==> config.mk <==
export PLATFORM = sky130hd
export DESIGN_NAME = pc_unit
export DESIGN_NICKNAME = d
export VERILOG_FILES = /design/src/rtl/pc_pkg.sv /design/src/rtl/pc_ras.sv /design/src/rtl/pc_unit.sv
export SDC_FILE = /design/constraint.sdc
export NUM_CORES = 1
export LEC_CHECK = 0
export ABC_CLOCK_PERIOD_IN_PS = 11600
export BUFFER_PORTS_ARGS = -buffer_cell sky130_fd_sc_hd__buf_2
export CORE_UTILIZATION = 40
export DETAILED_ROUTE_END_ITERATION = 7
export PLACE_DENSITY = 0.62
export SYNTH_ARGS = -nofsm -noshare
export SYNTH_HDL_FRONTEND = slang
export SYNTH_SLANG_ARGS = --single-unit
export TNS_END_PERCENT = 20
==> constraint.sdc <==
create_clock -name Clock -period 11.6 [get_ports Clock]
set_input_delay 0 -clock Clock [delete_from_list [all_inputs] [get_ports Clock]]
set_output_delay 0 -clock Clock [all_outputs]
set_load 0.005 [all_outputs]
==> src/rtl/pc_pkg.sv <==
// Shared types and helpers for the fetch-stage program counter.
package pc_pkg;

  typedef enum logic [2:0] {
    SRC_EXC,
    SRC_PEND,
    SRC_BR,
    SRC_RET,
    SRC_JMP,
    SRC_SEQ
  } src_e;

  // Mask that clears the low log2(inc) bits; inc is a power of two.
  function automatic logic [63:0] align_mask(input int unsigned inc);
    return ~(64'(inc) - 64'd1);
  endfunction

endpackage

==> src/rtl/pc_ras.sv <==
// Circular return-address stack: pushing when full overwrites the oldest entry.
module pc_ras #(
  parameter int unsigned WIDTH     = 32,
  parameter int unsigned RAS_DEPTH = 4
) (
  input  logic             clk,
  input  logic             rst_n,
  input  logic             push,
  input  logic             pop,
  input  logic             flush,
  input  logic [WIDTH-1:0] din,
  output logic [WIDTH-1:0] top,
  output logic             empty,
  output logic             full
);

  localparam int PW = $clog2(RAS_DEPTH);
  localparam int CW = PW + 1;

  logic [WIDTH-1:0] mem [RAS_DEPTH];
  logic [PW-1:0]    ptr;
  logic [CW-1:0]    count;

  assign top   = mem[ptr - PW'(1)];
  assign empty = (count == '0);
  assign full  = (count == CW'(RAS_DEPTH));

  // ptr always names the next slot to write; a full push lands on the oldest entry
  always_ff @(posedge clk) begin
    if (!rst_n) begin
      ptr   <= '0;
      count <= '0;
    end else if (flush) begin
      count <= '0;
    end else if (pop) begin
      if (!empty) begin
        ptr   <= ptr - PW'(1);
        count <= count - CW'(1);
      end
    end else if (push) begin
      ptr <= ptr + PW'(1);
      if (!full) count <= count + CW'(1);
    end
  end

  always_ff @(posedge clk) begin
    if (push && !pop && !flush) mem[ptr] <= din;
  end

endmodule

==> src/rtl/pc_unit.sv <==
// Fetch-stage PC with prioritised redirects, a stall-time pending buffer,
// a return-address stack and wrap-to-reset past the text-segment limit.
module pc_unit
  import pc_pkg::*;
#(
  parameter int unsigned      WIDTH        = 32,
  parameter int unsigned      INC          = 4,
  parameter logic [WIDTH-1:0] RESET_VECTOR = '0,
  parameter logic [WIDTH-1:0] EXC_VECTOR   = 'h80,
  parameter logic [WIDTH-1:0] TEXT_LIMIT   = 76,
  parameter int unsigned      RAS_DEPTH    = 4
) (
  input  logic             Clock,
  input  logic             Reset,
  input  logic             WriteEnable,
  input  logic             BranchTaken,
  input  logic [WIDTH-1:0] BranchTarget,
  input  logic             JumpTaken,
  input  logic [WIDTH-1:0] JumpTarget,
  input  logic             Call,
  input  logic             Return,
  input  logic             Exception,
  output logic [WIDTH-1:0] PC,
  output logic [WIDTH-1:0] PCPlus,
  output logic             RedirectPending,
  output logic             RASEmpty,
  output logic             RASFull,
  output logic             Wrapped
);

  localparam logic [WIDTH-1:0] AMASK = WIDTH'(align_mask(INC));

  logic [WIDTH-1:0] pc_q;
  logic [WIDTH-1:0] pend_tgt;
  logic             pend_vld;
  logic             pend_exc;
  logic             wrapped_q;

  logic [WIDTH-1:0] br_tgt, jmp_tgt, exc_tgt;
  logic [WIDTH-1:0] ras_top;
  logic             ras_empty, ras_full;
  logic             ras_push, ras_pop, ras_flush;

  src_e             src;
  logic [WIDTH-1:0] cand;
  logic             apply_exc;
  logic             wrap;
  logic [WIDTH-1:0] next_pc;

  assign br_tgt  = BranchTarget & AMASK;
  assign jmp_tgt = JumpTarget & AMASK;
  assign exc_tgt = EXC_VECTOR & AMASK;
  assign PCPlus  = pc_q + WIDTH'(INC);

  always_comb begin
    src  = SRC_SEQ;
    cand = PCPlus;
    if (Exception) begin
      src  = SRC_EXC;
      cand = exc_tgt;
    end else if (pend_vld) begin
      src  = SRC_PEND;
      cand = pend_tgt;
    end else if (BranchTaken) begin
      src  = SRC_BR;
      cand = br_tgt;
    end else if (JumpTaken && Return && !ras_empty) begin
      src  = SRC_RET;
      cand = ras_top;
    end else if (JumpTaken) begin
      src  = SRC_JMP;
      cand = jmp_tgt;
    end
  end

  // The exception handler lives outside the text segment, so it is exempt from the wrap check.
  assign apply_exc = (src == SRC_EXC) || ((src == SRC_PEND) && pend_exc);
  assign wrap      = !apply_exc && (cand > TEXT_LIMIT);
  assign next_pc   = wrap ? RESET_VECTOR : cand;

  assign ras_push  = WriteEnable && (src == SRC_JMP) && Call && !Return;
  assign ras_pop   = WriteEnable && (src == SRC_RET);
  assign ras_flush = WriteEnable && apply_exc;

  always_ff @(posedge Clock) begin
    if (!Reset) begin
      pc_q      <= RESET_VECTOR;
      pend_vld  <= 1'b0;
      pend_exc  <= 1'b0;
      wrapped_q <= 1'b0;
    end else if (WriteEnable) begin
      pc_q      <= next_pc;
      pend_vld  <= 1'b0;
      pend_exc  <= 1'b0;
      wrapped_q <= wrap;
    end else begin
      wrapped_q <= 1'b0;
      if (Exception) begin
        pend_vld <= 1'b1;
        pend_exc <= 1'b1;
      end else if (!pend_vld && (BranchTaken || JumpTaken)) begin
        pend_vld <= 1'b1;
        pend_exc <= 1'b0;
      end
    end
  end

  // Target storage carries no reset; it is only meaningful while pend_vld is set.
  always_ff @(posedge Clock) begin
    if (!WriteEnable) begin
      if (Exception)                      pend_tgt <= exc_tgt;
      else if (!pend_vld && BranchTaken)  pend_tgt <= br_tgt;
      else if (!pend_vld && JumpTaken)    pend_tgt <= jmp_tgt;
    end
  end

  pc_ras #(
    .WIDTH    (WIDTH),
    .RAS_DEPTH(RAS_DEPTH)
  ) u_ras (
    .clk  (Clock),
    .rst_n(Reset),
    .push (ras_push),
    .pop  (ras_pop),
    .flush(ras_flush),
    .din  (PCPlus),
    .top  (ras_top),
    .empty(ras_empty),
    .full (ras_full)
  );

  assign PC              = pc_q;
  assign RedirectPending = pend_vld;
  assign RASEmpty        = ras_empty;
  assign RASFull         = ras_full;
  assign Wrapped         = wrapped_q;

endmodule
== Yosys cells after proc, flatten, opt, wreduce, memory -nomap -nowiden ==
Memories as Yosys holds them, arrays and structs flattened.
Cells that the tools add are included.

* Bits in registers: 70
* Memory bits (read-only): 0
* Bits in latches: 0
* Input bits: 72
* Memories kept: 1
* Bits in writable memories: 128
* Output and inout bits: 68
* Word-level logic and storage cells: 82

{| class="wikitable"
|+ Memories
! memory !! words !! width !! read ports !! clocked after memory_dff !! write ports !! RTL line !! text
|-
| u_ras.mem || 4 || 32 || 1 || 0 || 1 || pc_ras.sv:20 || <nowiki>logic [WIDTH-1:0] mem [RAS_DEPTH];</nowiki>
|}

* Bitwise logic cells: 3
* Reductions and logical operators: 33
* Eq/ne operators: 6
* $lt $le $gt $ge: 1
* $mul: 0
* Div/mod/pow operators: 0
* Shifts and indexed selects: 0
* Multiplexer cells: 26
* Add/sub/neg operators: 5

{| class="wikitable"
|+ Operators with widths
! kind !! count
|-
| $mux 32 || 8
|-
| $add 32x3->32 const B || 1
|-
| $gt 32x7->1 const B || 1
|-
| $mux 3 || 8
|-
| $logic_and 1x1->1 || 14
|-
| $mux 1 || 7
|-
| $eq 3x3->1 const B || 2
|-
| $logic_not 1->1 || 6
|-
| $logic_not 3->1 || 2
|-
| $mux 2 || 3
|-
| $reduce_and 3->1 || 2
|-
| $reduce_and 2->1 || 2
|-
| $reduce_bool 2->1 || 2
|-
| $reduce_or 2->1 || 2
|-
| $add 3x1->3 const B || 1
|-
| $eq 3x1->1 const B || 1
|-
| $eq 3x2->1 const B || 1
|-
| $not 1->1 || 3
|-
| $reduce_bool 3->1 || 1
|-
| $sub 3x1->3 const B || 1
|-
| $add 2x1->2 const B || 1
|-
| $logic_or 1x1->1 || 2
|-
| $ne 2x1->1 const B || 1
|-
| $ne 2x2->1 const B || 1
|-
| $sub 2x1->2 const B || 1
|}

== Longest topological paths before layout ==
Gate-level depths: netlist (run 1).

* Depth after elaboration: 15
* Depth in mapped cells: 17
* Mapped depth without buffers: 11

== Modules after synthesis ==
A second synthesis (run 1) with hierarchy kept.

* Cell total of the unflattened synthesis: 835
* Area total of the unflattened synthesis: 9,934.5 µm²

{| class="wikitable"
|+ Modules (own cells, without submodules)
! module !! area each (µm²) !! times used !! cells an instance !! sequential area each (µm²)
|-
| pc_ras || 5,079.9 || 1 || 215 || 3,943.8
|-
| pc_unit || 4,854.7 || 1 || 620 || 1,601.5
|}

== Worst setup path after synthesis (run 1) ==
OpenSTA, ideal clock, no wires.

* Path kind: reg2reg
* Start point: register u_ras.ptr[0]
* End point: register pc_q[0], in the netlist PC[0]
* Cell stages (with the launch flop): 18
* Data required time: 11,540 ps
* Data arrival time: 3,597 ps
* Path slack: 7,943 ps
* Path through: dfxtp_1 > buf_6 > buf_12 > buf_2 > inv_1 > ha_1 > buf_4 > buf_2 > clkbuf_1 > mux4_1 > a21oi_1 > a21oi_1 > a21oi_1 > nand4_1 > nor4_1 > nand4b_1 > o41ai_2 > a22o_1

* Word-level cells in the longest chain between the ends: 9

{| class="wikitable"
|+ Ends and longest elaborated chain
! item !! RTL line !! text
|-
| from (decl) || pc_ras.sv:21 || <nowiki>logic [PW-1:0] ptr;</nowiki>
|-
| from (signal assigned) || pc_ras.sv:37 || <nowiki>ptr <= ptr - PW'(1);</nowiki>
|-
| from (signal assigned) || pc_ras.sv:41 || <nowiki>ptr <= ptr + PW'(1);</nowiki>
|-
| $sub 2x1->2 (*) || pc_ras.sv:24 || <nowiki>assign top = mem[ptr - PW'(1)];</nowiki>
|-
| $mem_v2 4x32 (*) || -- ||
|-
| $mux 32 (*) || pc_unit.sv:67 || <nowiki>end else if (JumpTaken && Return && !ras_empty) begin</nowiki>
|-
| $mux 32 (*) || pc_unit.sv:64 || <nowiki>end else if (BranchTaken) begin</nowiki>
|-
| $mux 32 (*) || pc_unit.sv:61 || <nowiki>end else if (pend_vld) begin</nowiki>
|-
| $mux 32 (*) || pc_unit.sv:58 || <nowiki>if (Exception) begin</nowiki>
|-
| $gt 32x7->1 || pc_unit.sv:78 || <nowiki>assign wrap = !apply_exc && (cand > TEXT_LIMIT);</nowiki>
|-
| $logic_and 1x1->1 || pc_unit.sv:78 ||
|-
| $mux 32 (*) || pc_unit.sv:79 || <nowiki>assign next_pc = wrap ? RESET_VECTOR : cand;</nowiki>
|-
| to (signal assigned) || pc_unit.sv:92 || <nowiki>pc_q <= next_pc;</nowiki>
|-
| to (decl) || pc_unit.sv:33 || <nowiki>logic [WIDTH-1:0] pc_q;</nowiki>
|}

Mark *: on every way between the ends. The rest lies on a longest branch, timed or not.
A chain may end at the register's enable or synchronous reset.

== Final worst setup path (run 1) ==
* Start point: register pend_vld, in the netlist RedirectPending
* End point: register pc_q[1], in the netlist PC[1]

* Word-level cells in the longest chain between the ends: 8

{| class="wikitable"
|+ Ends and longest elaborated chain
! item !! RTL line !! text
|-
| from (decl) || pc_unit.sv:35 || <nowiki>logic pend_vld;</nowiki>
|-
| from (signal assigned) || pc_unit.sv:88 || <nowiki>pend_vld <= 1'b0;</nowiki>
|-
| from (signal assigned) || pc_unit.sv:93 || <nowiki>pend_vld <= 1'b0;</nowiki>
|-
| from (signal assigned) || pc_unit.sv:99 || <nowiki>pend_vld <= 1'b1;</nowiki>
|-
| branches (longest 7 deep; another with $gt 32x7->1) || -- ||
|-
| $mux 32 (*) || pc_unit.sv:79 ||
|}

Mark *: on every way between the ends.

==> results of run 1 <==
==> cells in the final DEF (no fill, tap or decap), types with 8 or more instances in the layout <==
| master | netlist | layout |
|---|---|---|
| a21oi_1 | 53 | 53 |
| a22o_1 | 13 | 13 |
| a31oi_1 | 8 | 8 |
| and3_1 | 10 | 10 |
| buf_2 | 16 | 135 |
| buf_4 | 9 | 17 |
| clkbuf_16 | 0 | 17 |
| dfxtp_1 | 40 | 39 |
| dlygate4sd3_1 | 0 | 61 |
| edfxtp_1 | 158 | 158 |
| inv_1 | 16 | 16 |
| mux4_1 | 15 | 15 |
| mux4_2 | 17 | 17 |
| nand2_1 | 117 | 117 |
| nand3_1 | 18 | 18 |
| nand4_1 | 13 | 13 |
| nor2_1 | 44 | 43 |
| nor3_1 | 14 | 14 |
| o21ai_0 | 34 | 34 |
| o22ai_1 | 15 | 15 |
| or2_2 | 8 | 8 |
| xnor2_1 | 15 | 15 |
==> where the power goes <==
group	total [W]	switching [W]	internal, W
Combinational	0.000150	0.0000874	0.0000628
Clock	0.000572	0.000273	0.000299
Sequential	0.000788	0.0000116	0.000776
Total	0.00151	0.000372	0.00114
==> synth_stat cells (4+ instances only) <==
library cell  instances  share of area
a31oi_1               8         0.0050
and4_1                6         0.0053
o211ai_1              5         0.0038
buf_4                 9         0.0068
edfxtp_1            158           0.48
and3_1               10         0.0063
a221oi_1              4         0.0035
xnor2_1              15          0.013
o221a_2               4         0.0045
mux2_2                5         0.0057
a22oi_1               6         0.0045
xor2_1                7         0.0062
a22o_1               13          0.011
a211o_1               5         0.0044
nor3b_1               7         0.0053
o21ai_0              34          0.017
o22ai_1              15         0.0094
o221ai_1              6         0.0053
nand3_1              18         0.0091
o31ai_1               6         0.0045
and2_1                7         0.0044
o21a_1                6         0.0045
dfxtp_1              40          0.080
nor3_1               14         0.0070
mux4_2               17          0.038
or2_2                 8         0.0050
mux4_1               15          0.040
nor2_1               44          0.017
nand3b_1              4         0.0030
a21oi_1              53          0.027
nor2b_1               8         0.0050
inv_1                16         0.0060
nand2_1             117          0.044
buf_1                 8         0.0030
nand4_1              13         0.0082
buf_2                16         0.0080
nor4_1                7         0.0044
ha_1                  5         0.0063
clkbuf_1             26         0.0098
nand2b_1              8         0.0050
o21ai_1               4         0.0020
==> per-layer routing <==
metal | GRT usage | part of all wire | routed length, um | up-vias
met5 | 0 | 0 | 0 | -
met4 | 0.0826 | 0.023 | 700 | 0
met3 | 0.0481 | 0.073 | 2240 | 43
met2 | 0.401 | 0.48 | 14700 | 318
met1 | 0.323 | 0.42 | 12900 | 3910
li1 | - | - | - | 3564
==> kinds of logic after synthesis <==
family                     after synthesis  synth area share
DFF                                    198             0.557
adders and majority gates                6           0.00830
AOI/OAI and AO/OA                      201             0.138
and+or+nand+nor                        292             0.153
buffers and inverters                   78            0.0388
xor gates and xnor gates                22            0.0194
muxes                                   39            0.0857
==> critical path: stages (launching register included) <==
cell and delay, ns:
dfxtp_1 0.48, buf_4 0.31, nor2_1 0.71, nand2_1 0.42, nor2_1 0.20, nor4_1 0.09
or4_1 0.57, nor4_1 0.29, nand4b_1 0.33, nor4_1 0.37, a22o_1 0.19
==> final timing paths <==
kind,to,slack [ns],cells past startpoint
worst max-delay path,PC[1],7.57,10
worst min register to register,pend_exc,0.50,2
worst min-delay path,PC[2],0.05,5
worst max register to register,PC[1],7.57,10
==> state kept, by name, summed over array words and instances, names as in the netlist <==
| register | cells |
|---|---|
| pend_exc | 1 |
| u_ras.ptr | 2 |
| u_ras.count | 3 |
| PC | 32 |
| u_ras.mem | 128 |
| Wrapped | 1 |
| RedirectPending | 1 |
| pend_tgt | 30 |
==> per-stage QoR <==
| stage | hold slack [ns] | util | instance area, sq um | instances | setup slack (ns) |
|---|---|---|---|---|---|
| 2_1_floorplan | 0.122 | - | 9950 | 836 | 7.94 |
| 3_3_place_gp | 0.297 | 0.445 | 10900 | 1250 | 7.69 |
| 3_5_place_dp | 0.300 | 0.445 | 10900 | 1250 | 7.70 |
| 4_1_cts | 0.0356 | 0.493 | 12000 | 1343 | 7.65 |
| 5_1_grt | 0.0734 | 0.493 | 12000 | 1343 | 7.31 |
| 6_report | 0.0535 | 0.493 | 12000 | 1344 | 7.57 |
==> area by class of cell <==
cell class | instances | share of cell area
flip-flops and latches | 198 | 0.461
inverters | 16 | 0.00500
clock buffers | 19 | 0.0360
multi-input cells | 560 | 0.336
repair buffers | 213 | 0.118
diodes | 1 | 0.000208
clock inverters | 13 | 0.0102
well taps | 324 | 0.0337
==> impl_results.md, run 1 <==
- Clk Latency, worst-skew pair: 0.44 ns
- Vias per inst: 5.83
- Worst hold-check path type: primary input to flip-flop
- # fillers: ~2,200
- Initial antenna violation count: 1
- Synth cell types: 78
- Actual slew at the worst max-slew pin: 1.18 ns
- RSZ-0062 raised after global routing: no
- Global-route wire length before repair: 46,300 um
- Setup crit end kind: flip-flop
- Lkg Pwr: 4.39 nW
- Yosys reg bits: 198
- Max_slew headroom: 0.213
- Num CTS Buffers: 17
- Die span in x: 160 um
- Post-synth EDFFs: about 160
- Die height: 160 um
- Critical Path RT: between 10 and 15 ns
- Power per cell area: roughly 130 mW/mm^2
- Mapped Cells: roughly 840
- CTS tree: done
- Antenna Nets Post-Route: 0
- Buffers inserted by post-CTS timing repair: 0
- Crit Path Max Fanout: 20
- Post-DP HPWL: around 20,000 um
- Final slew viol count: 0
- FFs w/ async S/R, synth: 0
- Core area: 0.0244 sq mm
- Max-cap viol count: 0
- IO buf count: 135
- Clk sinks: 198
- Clock transition at path regs: 0.07 ns
- Syn. warnings: 0
- Router iterations before antenna repair: 6
- Worst Hold Launch: JumpTarget[2]
- Crit path from: RedirectPending
- Ports: 140
- CTS H-tree lvls: 4
- Fin. Hold Viols: 0
- Layout cells sized above 1: 0.230
- Peak Freq: 248 MHz
- Post-route total power: 0.00151 W
- Kind of critical path: flip-flop to flip-flop
- Clock skew: roughly 0.011 ns
- Wirelength per Cell: 22.8 um
- Clock Path Buffers: 2
- Synth-to-Final Area Change: 20.8%
- Outcome: finished clean
- Routability cong.: 0.858
- Crit start category: flip-flop
- WL final: 30,600 um
- Min Tclk post-route: roughly 4.0 ns
- Multi-input logic area: 0.00404 sq mm
- Top_reg_cell synth: edfxtp_1
- R2r startpoint: RedirectPending
- Sequential area share after synthesis: 0.557
- GR Overflow Total: 0
- Die Footprint: approximately 0.026 sq mm
- Overall Global Routing Usage: 0.244
- Final nets: between 1,000 and 1,500
- Post-Syn Nets: between 900 and 1,000
- Final setup viols: 0
- Iteration-0 DRC Markers: approximately 900
- Fin crit share: 0.348
- Storage element area: 0.00555 sq mm
- Row count: 57
- # DRC: 0
- Effective utilization at floorplan: 0.408
- Peak VDD IR: 0.0911 mV
- Largest net degree at the start of global routing: 65
- CP Data Arrival Time: 4.42 ns
- Setup TNS: 0 ns
- Hold-fix buffers, CTS: 61
- Vias: 7,835
- CTS Root Cell: clkbuf_16
- Synthesized area: 0.00995 sq mm
- Post-CTS sizing: 0
- Vias in the first global route: ~7,600
- Avg Inst Size Synth: 11.9 sq um
(Power assumes the default switching activity.)
==> inputs of run 2 (changes only) <==
ABC_AREA = 1   (was unset)
ABC_CLOCK_PERIOD_IN_PS = 3800   (was 11600)
clock period = 3.8 ns   (was 11.6 ns; I/O delays follow)
==> run 2 against run 1 <==
  * Clock skew about the same
  * Final cell count is 33% higher
  * Non-clock buffer count increased by 1
  * Worst setup slack lost 6.9 ns
  * Fmax grew 28%
  * First-iteration DRC count increased by 0.44%
  * Via count is 20% higher
  * Hold slack got worse by 0.041 ns
  * Design area is 4.3% higher
  * Clock-buffer cell count down 2
  * Sequential share of layout area decreased by 1.9 points
  * Synthesized area grew 3.9%
  * Largest power group unchanged
==> impl_results.md, run 2 <==
- Router iterations before antenna repair: 5
- Outcome: finished clean
- Largest area contributor in the netlist: edfxtp_1
- Worst hold-check path type: primary input to flip-flop
- CTS tree: done
- Count leader, synth: nand2_1
- # fillers: between 2,000 and 2,500
- Row count: slightly below 60
- FFs w/ async S/R, synth: 0
- Num CTS Buffers: 17
- # DRC: 0
- Post-DP HPWL: 22,000 um
- Setup crit end kind: flip-flop
- Fin Hold WS: 0.0122 ns
- RSZ-0062 raised after global routing: no
- Setup TNS: 0 ns
- Slowest-stage cell, CP: nor2_4
- Max-cap viol count: 0
- CP Data Arrival Time: roughly 3.3 ns
- Most frequent cell on the critical path: buf_4
- Levels on crit path: 8
- Core area: 0.0253 sq mm
- IO buf count: 135
- Multi-input logic area: around 0.0042 sq mm
- Reg2reg end: u_ras.mem[2][19]
- CTS H-tree lvls: 4
- Overall Global Routing Usage: 0.255
- Global-route wire length before repair: 50,500 um
- Largest net degree at the start of global routing: 69
- Effective utilization at floorplan: 0.409
- Clock Path Buffers: 2
- Clk Latency, worst-skew pair: 0.44 ns
- Power per cell area: 391 mW/mm^2
- CTS Root Cell: clkbuf_16
- Most frequent cells in the layout: 393 x nand2_1, 205 x nor2_1, 158 x edfxtp_1
- Final slew viol count: 0
- Ports: 140
- CP Cell Sequence: buf_4, inv_2, buf_4, nand2_1, nor2_1, nand4_1, nor2_4, buf_12
- Worst reg2reg setup slack: 0.66 ns
- Wirelength per Cell: roughly 19 um
- Vias per inst: 5.26
- Die span in x: 163 um
- Fin crit share: 0.827
- Final setup viols: 0
- WL final: 33,100 um
- Peak Freq: 318 MHz
- Avg Inst Size Synth: 8.14 sq um
- Yosys reg bits: ~200
- GR Overflow Total: 0
- Die Footprint: approximately 0.026 sq mm
- Clk sinks: 198
- Min Tclk post-route: about 3.1 ns
- Storage element area: 0.00555 sq mm
- Iteration-0 DRC Markers: 907
- Post-synth EDFFs: 158
- Reg2reg path depth: 8
- Kind of critical path: flip-flop to flip-flop
- Largest register FFs: 128
- Top cell type's share of synthesized area: 0.459
- Top_reg_cell synth: edfxtp_1
- Vias: 9,376
- Layout cells sized above 1: 0.162
- Fin. Hold Viols: 0
- Clock transition at path regs: 0.07 ns
- Initial antenna violation count: 0
- Commonest non-fill, non-tap cell in the layout: nand2_1
- R2r startpoint: RedirectPending
- Most flops, register: u_ras.mem
- Sequential area share after synthesis: 0.536
- Syn. warnings: 0
- Synth cell types: 42
- Lkg Pwr: 5.38 nW
- Critical Path RT: 3.94 ns
- Vias in the first global route: 8,744
- Routability cong.: 0.937
- Actual slew at the worst max-slew pin: 0.798 ns
- Synthesized area: 0.0103 sq mm
- Worst path max stage delay: 0.58 ns
- Worst Hold Launch: BranchTarget[2]
- Final nets: 1,518
- Post-Syn Nets: 1,348
- # diodes: 0
- Crit start category: flip-flop
- Mapped Cells: between 1,000 and 1,500
- Die height: 163 um
- Crit Path Max Fanout: 30
- Top cells by count, synth: 393 x nand2_1, 211 x nor2_1, 158 x edfxtp_1, 77 x a21oi_1, 74 x nand3_1
- Delay-heaviest family, CP: simple AND/OR/NAND/NOR gates
- Main area contributors after synthesis: edfxtp_1 46%, nand2_1 14%, dfxtp_1 7.7%
- Peak VDD IR: 0.297 mV
- Max_slew headroom: 0.468
- Crit path capture: u_ras.mem[2][19]
- CP bufs+invs: 4
- Clock skew: about 0.011 ns
- Antenna Nets Post-Route: 0
- Crit path from: RedirectPending
- Synth-to-Final Area Change: 21.3%
==> run 2: cell types whose count changed after synthesis, sizes merged, moves of 11 or more <==
cell and change:
o22ai -14, mux4 -32, a22o -11, inv +62, xnor2 -11, nand2 +293
nand3 +54, nor2 +178, o21ai +28, a21oi +24
==> run 2: cells by family after synthesis <==
group / count (synthesis) / share of synthesized area
buf+inv: 142 / 0.0595
flops: 198 / 0.536
fa+ha+maj: 6 / 0.00799
xor+xnor: 11 / 0.00932
compound gates: 176 / 0.0916
simple gates: 737 / 0.295
==> run 2: cell type report <==
| class | count | area share |
|---|---|---|
| Multi-Input combinational cell | 930 | 0.336 |
| Clock buffer | 17 | 0.0339 |
| Timing Repair Buffer | 214 | 0.114 |
| Clock inverter | 15 | 0.0167 |
| Sequential cell | 198 | 0.442 |
| Tap cell | 330 | 0.0329 |
| Inverter | 79 | 0.0236 |
==> run 2: through the flow <==
| step | instance area [sq um] | power [W] | utilization | setup slack, ns | instances |
|---|---|---|---|---|---|
| after global placement | 11300 | 0.00290 | 0.449 | 0.718 | 1695 |
| after floorplan | 10300 | 0.00272 | - | 0.735 | 1270 |
| after global routing | 12500 | 0.00504 | 0.497 | 0.447 | 1783 |
| after CTS | 12500 | 0.00490 | 0.497 | 0.669 | 1783 |
| after detailed placement | 11300 | 0.00291 | 0.449 | 0.685 | 1695 |
| final | 12500 | 0.00490 | 0.497 | 0.658 | 1783 |
==> run 2: worst min-delay path, stage by stage <==
cell and delay (ns):
buf_2 0.07, or2_2 0.10, nand2_1 0.04, a21oi_1 0.11
==> run 2: worst min-delay path by stage <==
stage / to / slack, ns / depth (start not counted)
2_1_floorplan: pend_exc / 0.08 / 1
3_3_place_gp: pend_tgt[31] / 0.28 / 3
3_5_place_dp: pend_tgt[25] / 0.29 / 3
4_1_cts: pend_tgt[8] / 0.007 / 3
5_1_grt: pend_tgt[6] / 0.009 / 3
6_report: pend_tgt[2] / 0.01 / 4
==> run 2: repair_timing <==
item	CTS	global route
hold endpoints to repair	33	0
setup buffers	0	0
hold buffers	56	0
resized for setup	0	0
==> run 2: routing by layer <==
metal / wire (um) / track usage
met2: 15400 / 0.406
met4: 647 / 0.0739
met5: 0 / 0
met1: 14700 / 0.362
met3: 2390 / 0.0326
==> run 2: report_power, final <==
group          internal, W  switching [W]
logic             0.000190       0.000329
clock network      0.00107       0.000904
registers          0.00237      0.0000283
total              0.00364        0.00126
==> inputs of run 3 (changes only) <==
ABC_CLOCK_PERIOD_IN_PS = 3000   (was 3800)
clock period = 3 ns   (was 3.8 ns; I/O delays follow)
==> run 3 against run 2 <==
  * Clock power increased by 19%
  * Via count decreased by 0.52%
  * Clock-buffer cell count unchanged
  * Combinational power increased by 31%
  * Clock skew increased by 0.0043 ns
  * Global-route usage decreased by 0.20 points
  * Largest power group unchanged
  * Final cell count increased by 0.90%
  * Non-clock buffer count increased by 16
  * Critical path type unchanged
  * Sequential share of layout area decreased by 0.65 points
  * Design area increased by 1.5%
  * Hold slack improved by 0.011 ns
  * Utilization increased by 0.74 points
==> impl_results.md, run 3 (synthesis results as in run 2) <==
- Largest register FFs: 128
- Worst hold-check path type: primary input to flip-flop
- Fin crit share: 0.935
- Clock Path Buffers: 2
- Clk Latency, worst-skew pair: 0.44 ns
- Most frequent cells in the layout: 393 x nand2_1, 204 x nor2_1, 158 x edfxtp_1
- Global-route wire length before repair: 50,100 um
- Antenna Nets Post-Route: 0
- Crit Path Max Fanout: 32
- Iteration-0 DRC Markers: about 880
- IO buf count: 135
- Clk sinks: 198
- Row count: 58
- Overall Global Routing Usage: 0.253
- # fillers: between 2,000 and 2,500
- Vias: 9,327
- Commonest non-fill, non-tap cell in the layout: nand2_1
- Effective utilization at floorplan: 0.409
- Num CTS Buffers: 17
- Synth-to-Final Area Change: 23.1%
- Fin cells: approximately 1,800
- Initial antenna violation count: 0
- Setup crit end kind: flip-flop
- Fin. Hold Viols: 0
- Die span in x: 163 um
- RSZ-0062 raised after global routing: no
- Outcome: finished clean
- Vias in the first global route: 8,733
- CTS H-tree lvls: 4
- Post-route total power: 0.00608 W
- Final setup viols: 0
- Critical Path RT: ~3.1 ns
- Actual slew at the worst max-slew pin: just under 0.8 ns
- Setup TNS: 0 ns
- Buffers inserted by post-CTS timing repair: 0
- CTS Root Cell: clkbuf_16
- GR Overflow Total: 0
- Final slew viol count: 0
- Ports: 140
- Die Footprint: 0.0265 sq mm
- Router iterations before antenna repair: 5
- Fin Hold WS: 0.0235 ns
- Final nets: roughly 1,500
- Post-DP HPWL: 22,200 um
- M3 GR Usage: 0.0344
- Peak Freq: 356 MHz
- Max-cap viol count: 0
- WL final: 32,900 um
- Clock skew: 0.0154 ns
- # diodes: 0
- Core area: 0.0253 sq mm
- Kind of critical path: flip-flop to flip-flop
- Power per cell area: approximately 480 mW/mm^2
- Layout cells sized above 1: 0.170
- Clock transition at path regs: ~0.08 ns
- Post-Place Cells: 1,708
- CP Data Arrival Time: 2.92 ns
- Global Route met2 Usage: 0.407
- Fin util: 0.504
- Most flops, register: u_ras.mem
- # DRC: 0
- Max_slew headroom: 0.476
- Peak VDD IR: 0.286 mV
- Vias per inst: 5.18
- Min Tclk post-route: 2.81 ns
- Wirelength per Cell: 18.3 um
- Largest net degree at the start of global routing: 69
- Die height: between 150 and 200 um
- CTS tree: done
- Most used routing layer: met2
- Routability cong.: approximately 1
- Lkg Pwr: 5.46 nW
- Met1 usage: 0.353
- Crit start category: flip-flop
==> run 3: cell types whose count changed in the layout (fill, tap and decap cells not counted), sizes merged <==
cell	previous run	this run
buf	158	171
bufinv	3	1
clkinv	3	7
dlygate4sd3	56	59
inv	87	85
==> run 3: worst max-delay path, cell delays in order, from the launching register on <==
cell and delay [ns]:
dfxtp_1 0.44, inv_2 0.27, buf_4 0.35, nand2_1 0.28
nor2_1 0.17, nand4_1 0.42, nor2_4 0.25, buf_12 0.24
==> run 3: report_power, final <==
part	total [W]	internal, W	switching, W
clock	0.00236	0.00120	0.00116
combinational	0.000679	0.000262	0.000417
sequential	0.00304	0.00301	0.0000366
total	0.00608	0.00446	0.00161
==> run 3: worst paths after layout <==
| check | from | end | slack, ns | depth (start not counted) |
|---|---|---|---|---|
| worst max-delay path | RedirectPending | u_ras.mem[2][21] | 0.19 | 7 |
| worst max register to register | RedirectPending | u_ras.mem[2][21] | 0.19 | 7 |
| worst min-delay path | BranchTarget[9] | pend_tgt[9] | 0.02 | 3 |
| worst min register to register | PC[31] | PC[31] | 0.52 | 2 |
==> run 3: final cells by class <==
class / count / area, sq um / share of cell area
clock buffer: 17 / 425 / 0.0334
clock inverter: 15 / 179 / 0.0141
inverter: 79 / 297 / 0.0233
multi-input combinational: 930 / 4220 / 0.331
sequential: 198 / 5550 / 0.436
tap: 330 / 413 / 0.0324
timing repair buffer: 230 / 1650 / 0.130
==> run 3: timing repair <==
| item | CTS | global route |
|---|---|---|
| gates resized for setup | 0 | 1 |
| hold endpoints to repair | 33 | 0 |
| hold buffers | 59 | 0 |
| setup endpoints to repair | 0 | 18 |
==> run 3: stage by stage <==
step                worst slack [ns]  instance area, sq um
finish                         0.194                 12700
global route                  0.0438                 12700
CTS                            0.244                 12700
detailed placement             0.246                 11500
global placement               0.334                 11500
floorplan                    -0.0648                 10300
==> run 3: metal layers <==
| layer | share of wire | routed length, um | up-vias |
|---|---|---|---|
| met3 | 0.069 | 2250 | 51 |
| met5 | 0 | 0 | - |
| met2 | 0.47 | 15300 | 355 |
| met4 | 0.020 | 660 | 0 |
| li1 | - | - | 4549 |
| met1 | 0.45 | 14700 | 4372 |
